File: src/rtl/mem_port_arbiter.sv
// Two-port round-robin arbiter in front of the unified instruction/data memory.
// Port 0 is the core controller, port 1 the DMA/loader; one access in flight at a time.
module mem_port_arbiter #(
    parameter int AW     = 32,
    parameter int DW     = 32,
    parameter int RD_LAT = 2
) (
    input  logic          clk,
    input  logic          reset,
    input  logic          p0_req,
    input  logic          p0_we,
    input  logic [AW-1:0] p0_addr,
    input  logic [DW-1:0] p0_wdata,
    output logic          p0_gnt,
    output logic          p0_done,
    input  logic          p1_req,
    input  logic          p1_we,
    input  logic [AW-1:0] p1_addr,
    input  logic [DW-1:0] p1_wdata,
    output logic          p1_gnt,
    output logic          p1_done,
    output logic [DW-1:0] rdata,
    output logic          err,
    output logic          busy,
    output logic          mem_en,
    output logic          mem_we,
    output logic [AW-1:0] mem_addr,
    output logic [DW-1:0] mem_wdata,
    input  logic [DW-1:0] mem_rdata
);

    localparam logic [3:0] CNT_INIT = 4'(RD_LAT - 1);

    typedef enum logic [1:0] {IDLE, ACCESS, WAIT, DONE} state_t;

    state_t        r_state, w_next;
    logic          r_last, r_port, r_we, r_err;
    logic [AW-1:0] r_addr;
    logic [DW-1:0] r_wdata;
    logic [3:0]    r_cnt;

    logic          w_any, w_win, w_grant, w_we;
    logic [AW-1:0] w_addr;
    logic [DW-1:0] w_wdata;

    // A lone requester wins outright; a tie goes to the port that did not win last.
    assign w_any   = p0_req | p1_req;
    assign w_win   = (p0_req & p1_req) ? ~r_last : p1_req;
    assign w_grant = reset & (r_state == IDLE) & w_any;
    assign w_we    = w_win ? p1_we    : p0_we;
    assign w_addr  = w_win ? p1_addr  : p0_addr;
    assign w_wdata = w_win ? p1_wdata : p0_wdata;

    always_comb begin
        w_next = r_state;
        case (r_state)
            IDLE:    if (w_grant) w_next = (w_addr[1:0] == 2'b00) ? ACCESS : DONE;
            ACCESS:  w_next = (r_we || RD_LAT == 1) ? DONE : WAIT;
            WAIT:    if (r_cnt == 4'd1) w_next = DONE;
            DONE:    w_next = IDLE;
            default: w_next = IDLE;
        endcase
    end

    always_ff @(posedge clk or negedge reset) begin
        if (!reset) begin
            r_state <= IDLE;
            r_last  <= 1'b1;
            r_port  <= 1'b0;
            r_we    <= 1'b0;
            r_err   <= 1'b0;
            r_addr  <= '0;
            r_wdata <= '0;
            r_cnt   <= '0;
        end else begin
            r_state <= w_next;
            if (w_grant) begin
                r_last  <= w_win;
                r_port  <= w_win;
                r_we    <= w_we;
                r_addr  <= w_addr;
                r_wdata <= w_wdata;
                r_err   <= (w_addr[1:0] != 2'b00);
            end
            if (r_state == ACCESS)
                r_cnt <= CNT_INIT;
            else if (r_state == WAIT)
                r_cnt <= r_cnt - 4'd1;
        end
    end

    assign p0_gnt    = w_grant & ~w_win;
    assign p1_gnt    = w_grant & w_win;
    assign p0_done   = (r_state == DONE) & ~r_port;
    assign p1_done   = (r_state == DONE) & r_port;
    // Misaligned reads never touch memory, so their data is forced to zero.
    assign rdata     = (r_state == DONE && !r_we && !r_err) ? mem_rdata : '0;
    assign err       = (r_state == DONE) & r_err;
    assign busy      = (r_state != IDLE);
    assign mem_en    = (r_state == ACCESS);
    assign mem_we    = (r_state == ACCESS) & r_we;
    assign mem_addr  = (r_state == ACCESS) ? r_addr  : '0;
    assign mem_wdata = (r_state == ACCESS) ? r_wdata : '0;

endmodule
File: config.mk
export PLATFORM = sky130hd
export DESIGN_NAME = mem_port_arbiter
export DESIGN_NICKNAME = d
export VERILOG_FILES = /design/src/rtl/mem_port_arbiter.sv
export SDC_FILE = /design/constraint.sdc
export NUM_CORES = 1
export LEC_CHECK = 0
export CORE_ASPECT_RATIO = 0.75
export CORE_MARGIN = 2
export CORE_UTILIZATION = 25
export DETAILED_ROUTE_END_ITERATION = 8
export SYNTH_ARGS = -nofsm -noshare
export SYNTH_HDL_FRONTEND = slang
export SYNTH_SLANG_ARGS = --single-unit
File: constraint.sdc
create_clock -name clk -period 1.8 [get_ports clk]
set_input_delay 0.36 -clock clk [delete_from_list [all_inputs] [get_ports clk]]
set_output_delay 0.36 -clock clk [all_outputs]
set_load 0.005 [all_outputs]
# After elaboration in Yosys (flattened, before gate mapping)
# Cells that the tools add are included.
# W data, S select, Z words.
# totals
word_cells	52
reg_bits	74
output_inout_bits	104
input_bits	166
# op_classes
addsub	1
n_mux	14
n_eq_ne	6
bitwise_logic	13
reduce_logical	10
# op_table
op	count
$mux W32	5
$and A1 B1 Y1	9
$mux W4	2
$pmux W2 S4	1
$mux W2	3
$reduce_bool A2 Y1	3
$eq A2 B2 Y1 const B	2
$eq A4 B1 Y1 const B	1
$logic_not A2 Y1	2
$ne A2 B2 Y1 const B	2
$sub A4 B1 Y4 const B	1
$mux W1	3
$not A1 Y1	3
$eq A2 B1 Y1 const B	1
$logic_and A1 B1 Y1	2
$logic_not A1 Y1	2
$reduce_and A2 Y1	1
$or A1 B1 Y1	1

# Longest topological paths before layout
# logic_depth
depth_word	7
depth_mapped	7
ltp_nobuf	5

# Worst setup path after synthesis
# OpenSTA, ideal clock, no wires.
# synth_timing
path_type	register to output
start	reg r_state[1]
end	out mem_wdata[10]
arrival_time_ns	1.322
stages_incl_launch_ff	6
slack_ns	0.118
t_required_ns	1.440
n_path_buf	2
cell_sequence	dfrtp_1 -> inv_1 -> ha_1 -> clkbuf_1 -> clkbuf_1 -> and2_1
# synth_between
elab_chain_cells	2
# synth_lines
element	line	text
start, declared	36	state_t r_state, w_next;
start signal, assigned	76	r_state <= w_next;
$eq A2 B1 Y1	--	
net mem_en	25	output logic mem_en,
$mux W32	103	assign mem_wdata = (r_state == ACCESS) ? r_wdata : '0;
end, declared	28	output logic [DW-1:0] mem_wdata,
# The timed path passes the listed nets, and every way through them passes these cells.

# Worst setup path after layout
# layout_timing
start	reg r_state[0]
end	out mem_addr[7]
# layout_between
elab_chain_cells	2
# layout_lines
element	line	text
$eq A2 B1 Y1	102	assign mem_addr = (r_state == ACCESS) ? r_addr : '0;
$mux W32	102	
end, declared	27	output logic [AW-1:0] mem_addr,
# No other way between the ends.

==> out/summary.txt <==
clock sink count: 74
standard-cell rows: 40
Final WS setup: -0.298 ns
Fin Setup TNS: -20.29 ns
clock-pin slew on the worst setup and hold paths: 0.06 ns
Layout area overhead: 96.4%
synthesized area: 0.00416 sq mm
Global Route Usage Sum: 16.0%
routed wire length: 14,700 um
H-Tree Depth: 3
GPL Wtd Cong: 0.760
mux cell area share after synthesis: 16.6%
Slew @ Worst Pin: 0.949 ns
main combinational cell family by area after synthesis: simple AND/OR/NAND/NOR gates
# Max-Cap Violations: 0
syn nets: 617
leakage power: 3.83 nW
synthesized netlist cell count: 445
post-synth cell types: 24
crit path kind: reg2out
post-synthesis compound-gate area fraction: 9.89%
initial antenna violation count: 1
vias per inst: 4.28
Yosys top cell area share: 43.9%
Port Buffers: 269
Starting DRT DRC Count: 107
Arrival @ worst endpoint: 1.74 ns
Synth area leaders: dfrtp_1 (44%), mux2i_1 (16%), and2_1 (15%), nand2_1 (6.6%), o21ai_0 (4.9%)
Max IR drop VDD: 0.000614 V
Setup crit start kind: flip-flop
area leader, netlist: dfrtp_1
setup violators final: 100
vias in the first global route: 4,131
DRC: 0
Die Y: 116 um
CP max FO: 6
largest net degree at the start of global routing: 75
Worst Path Required: 1.44 ns
outcome: finished, violations left
DP HPWL: 10,400 um
violated checks: setup timing
Final Net Count: 914
XOR/XNOR Fraction of Synth Area: 0%
CTS root buf: clkbuf_16
width of the die: 153 um
RSZ-0062 raised after global routing: true
Setup crit end kind: primary output
adder-cell area share of the yosys netlist: 1.80%
WL per Instance: 15.3 um
Filler cells: 1,487
die area: 0.0177 sq mm
worst hold-check path type: in2async
Slew HR: 36.8%
f_max: 0.477 GHz
Final Hold Vio Count: 0
TritonCTS clock tree: built
Bufs on Longest Clock Path: 2
via count: 4,096
Tmin final: 2.10 ns
global route overflow: 0
Worst Skew: 0.00636 ns
Initial DRT Pass Iterations: 4
sequential element share of the synthesized area: 44.5%
fin util: 50.5%
clock buffer count from CTS: 9
fin. max-slew vios: 0
hold_buf cts: 0
clk_lat worst skew: 0.33 ns
ANT nets after route: 0
Starting Density: 25.7%
I/O pin cnt: 270
#FFs+latches synth: 74
syn avg cell area: 9.35 sq um
YS warnings: 0
share of layout cells above drive strength 1: 31.1%
Core Area: 0.0162 sq mm
final worst-path cycle share: 117%
post-synthesis simple-gate area fraction: 22.7%
first-pass GRT wire length: 22,100 um
Cell Pwr Density: 1220 mW/mm^2
n_diodes: 0
==> cell families after synthesis <==
family          after synthesis
flops                        74
simple gates                183
mux                          69
buf+inv                      36
compound gates               77
fa+ha+maj                     6
==> state kept, by name (all words and copies together) (netlist names) <==
signal,count
r_wdata,32
r_addr,32
r_last,1
r_state,2
r_err,1
r_cnt,4
r_we,1
r_port,1
==> per-stage QoR <==
step | cells | hold WS [ns] | total power, mW | area [sq um] | worst slack (ns)
5_1_grt | 957 | 0.426 | 10.7 | 8170 | -0.356
6_report | 957 | 0.336 | 9.94 | 8170 | -0.298
3_3_place_gp | 913 | 0.455 | 6.41 | 7180 | -0.344
4_1_cts | 954 | 0.375 | 9.70 | 7880 | -0.360
2_1_floorplan | 445 | 0.0644 | 4.57 | 4160 | 0.118
3_5_place_dp | 913 | 0.462 | 6.54 | 7180 | -0.369
==> timing repair <==
action                                  CTS  global route
hold endpoints to repair                  0             0
buffers inserted                         20             4
endpoints found under the setup margin  105           152
gates resized for setup                 449            97
gates cloned                              6             1
pin swaps                                33            33
==> per-layer routing <==
layer / vias to the layer above / share of wire, % / track usage, %
li1: 2073 / - / -
met1: 1869 / 45 / 20.7
met2: 144 / 47 / 25.6
met3: 10 / 7.1 / 5.57
met4: 0 / 1.2 / 4.57
met5: - / 0 / 0
==> path summary, 6_finish.rpt <==
path                        startpoint          end  slack [ns]  cells past startpoint
min reg2reg                r_wdata[17]  r_wdata[17]        0.48                      2
max                         r_state[0]  mem_addr[7]       -0.30                      7
min                              reset    r_addr[6]        0.34                      2
max in group asynchronous        reset  r_wdata[10]        0.86                      2
max reg2reg                 r_state[0]     r_cnt[2]        0.02                      9
min in group clk                 reset  r_wdata[27]        0.46                      4
==> critical path, cell delays in order, from the launching register on <==
cell and delay, ns:
dfrtp_1 0.43, buf_6 0.15, ha_4 0.19, buf_8 0.15, buf_12 0.13, buf_6 0.11, and2_4 0.15, buf_6 0.11
==> cells in the final DEF, fill, tap and decap left out, types with 2 or more instances in the layout <==
cell / synthesis / final
buf_4: 3 / 17
ha_4: 0 / 3
clkbuf_2: 0 / 11
o21ai_0: 41 / 38
buf_2: 6 / 19
and2_4: 0 / 63
buf_12: 0 / 9
nand2_1: 73 / 72
o21ai_1: 29 / 32
bufinv_16: 0 / 4
clkbuf_16: 0 / 10
nor2_1: 7 / 6
clkdlybuf4s50_1: 0 / 164
buf_6: 4 / 74
a21o_1: 2 / 2
dfrtp_1: 73 / 73
mux2i_1: 68 / 68
buf_16: 0 / 7
ha_1: 6 / 3
inv_1: 5 / 4
clkdlybuf4s15_1: 0 / 12
and2_1: 99 / 36
buf_8: 0 / 2
==> power breakdown <==
group          switching, mW  internal [mW]
registers              0.422           2.43
logic                   1.96           2.90
clock network          0.727           1.49
total                   3.11           6.83
==> synthesized netlist by cell type (all sizes together) <==
library cell  count
buf              13
ha                6
nor2              7
a21oi             1
a21boi            1
nand2            73
o211ai            1
and2             99
dfrtp            73
nor2b             2
dfstp             1
nor3b             1
mux2              1
clkbuf           18
nor3              1
a21o              2
o32a              1
a22oi             1
o21ai            70
inv               5
mux2i            68
==> layout make-up <==
type,count,area [sq um],area share (%)
flip-flops and latches,74,1850,22.7
clock inverters,7,141,1.73
inverters,5,21.3,0.260
multi-input cells,335,2360,28.9
repair buffers,317,3310,40.5
clock buffers,9,225,2.76
well taps,210,263,3.22
Note: power is estimated with default switching activity, not from simulation.
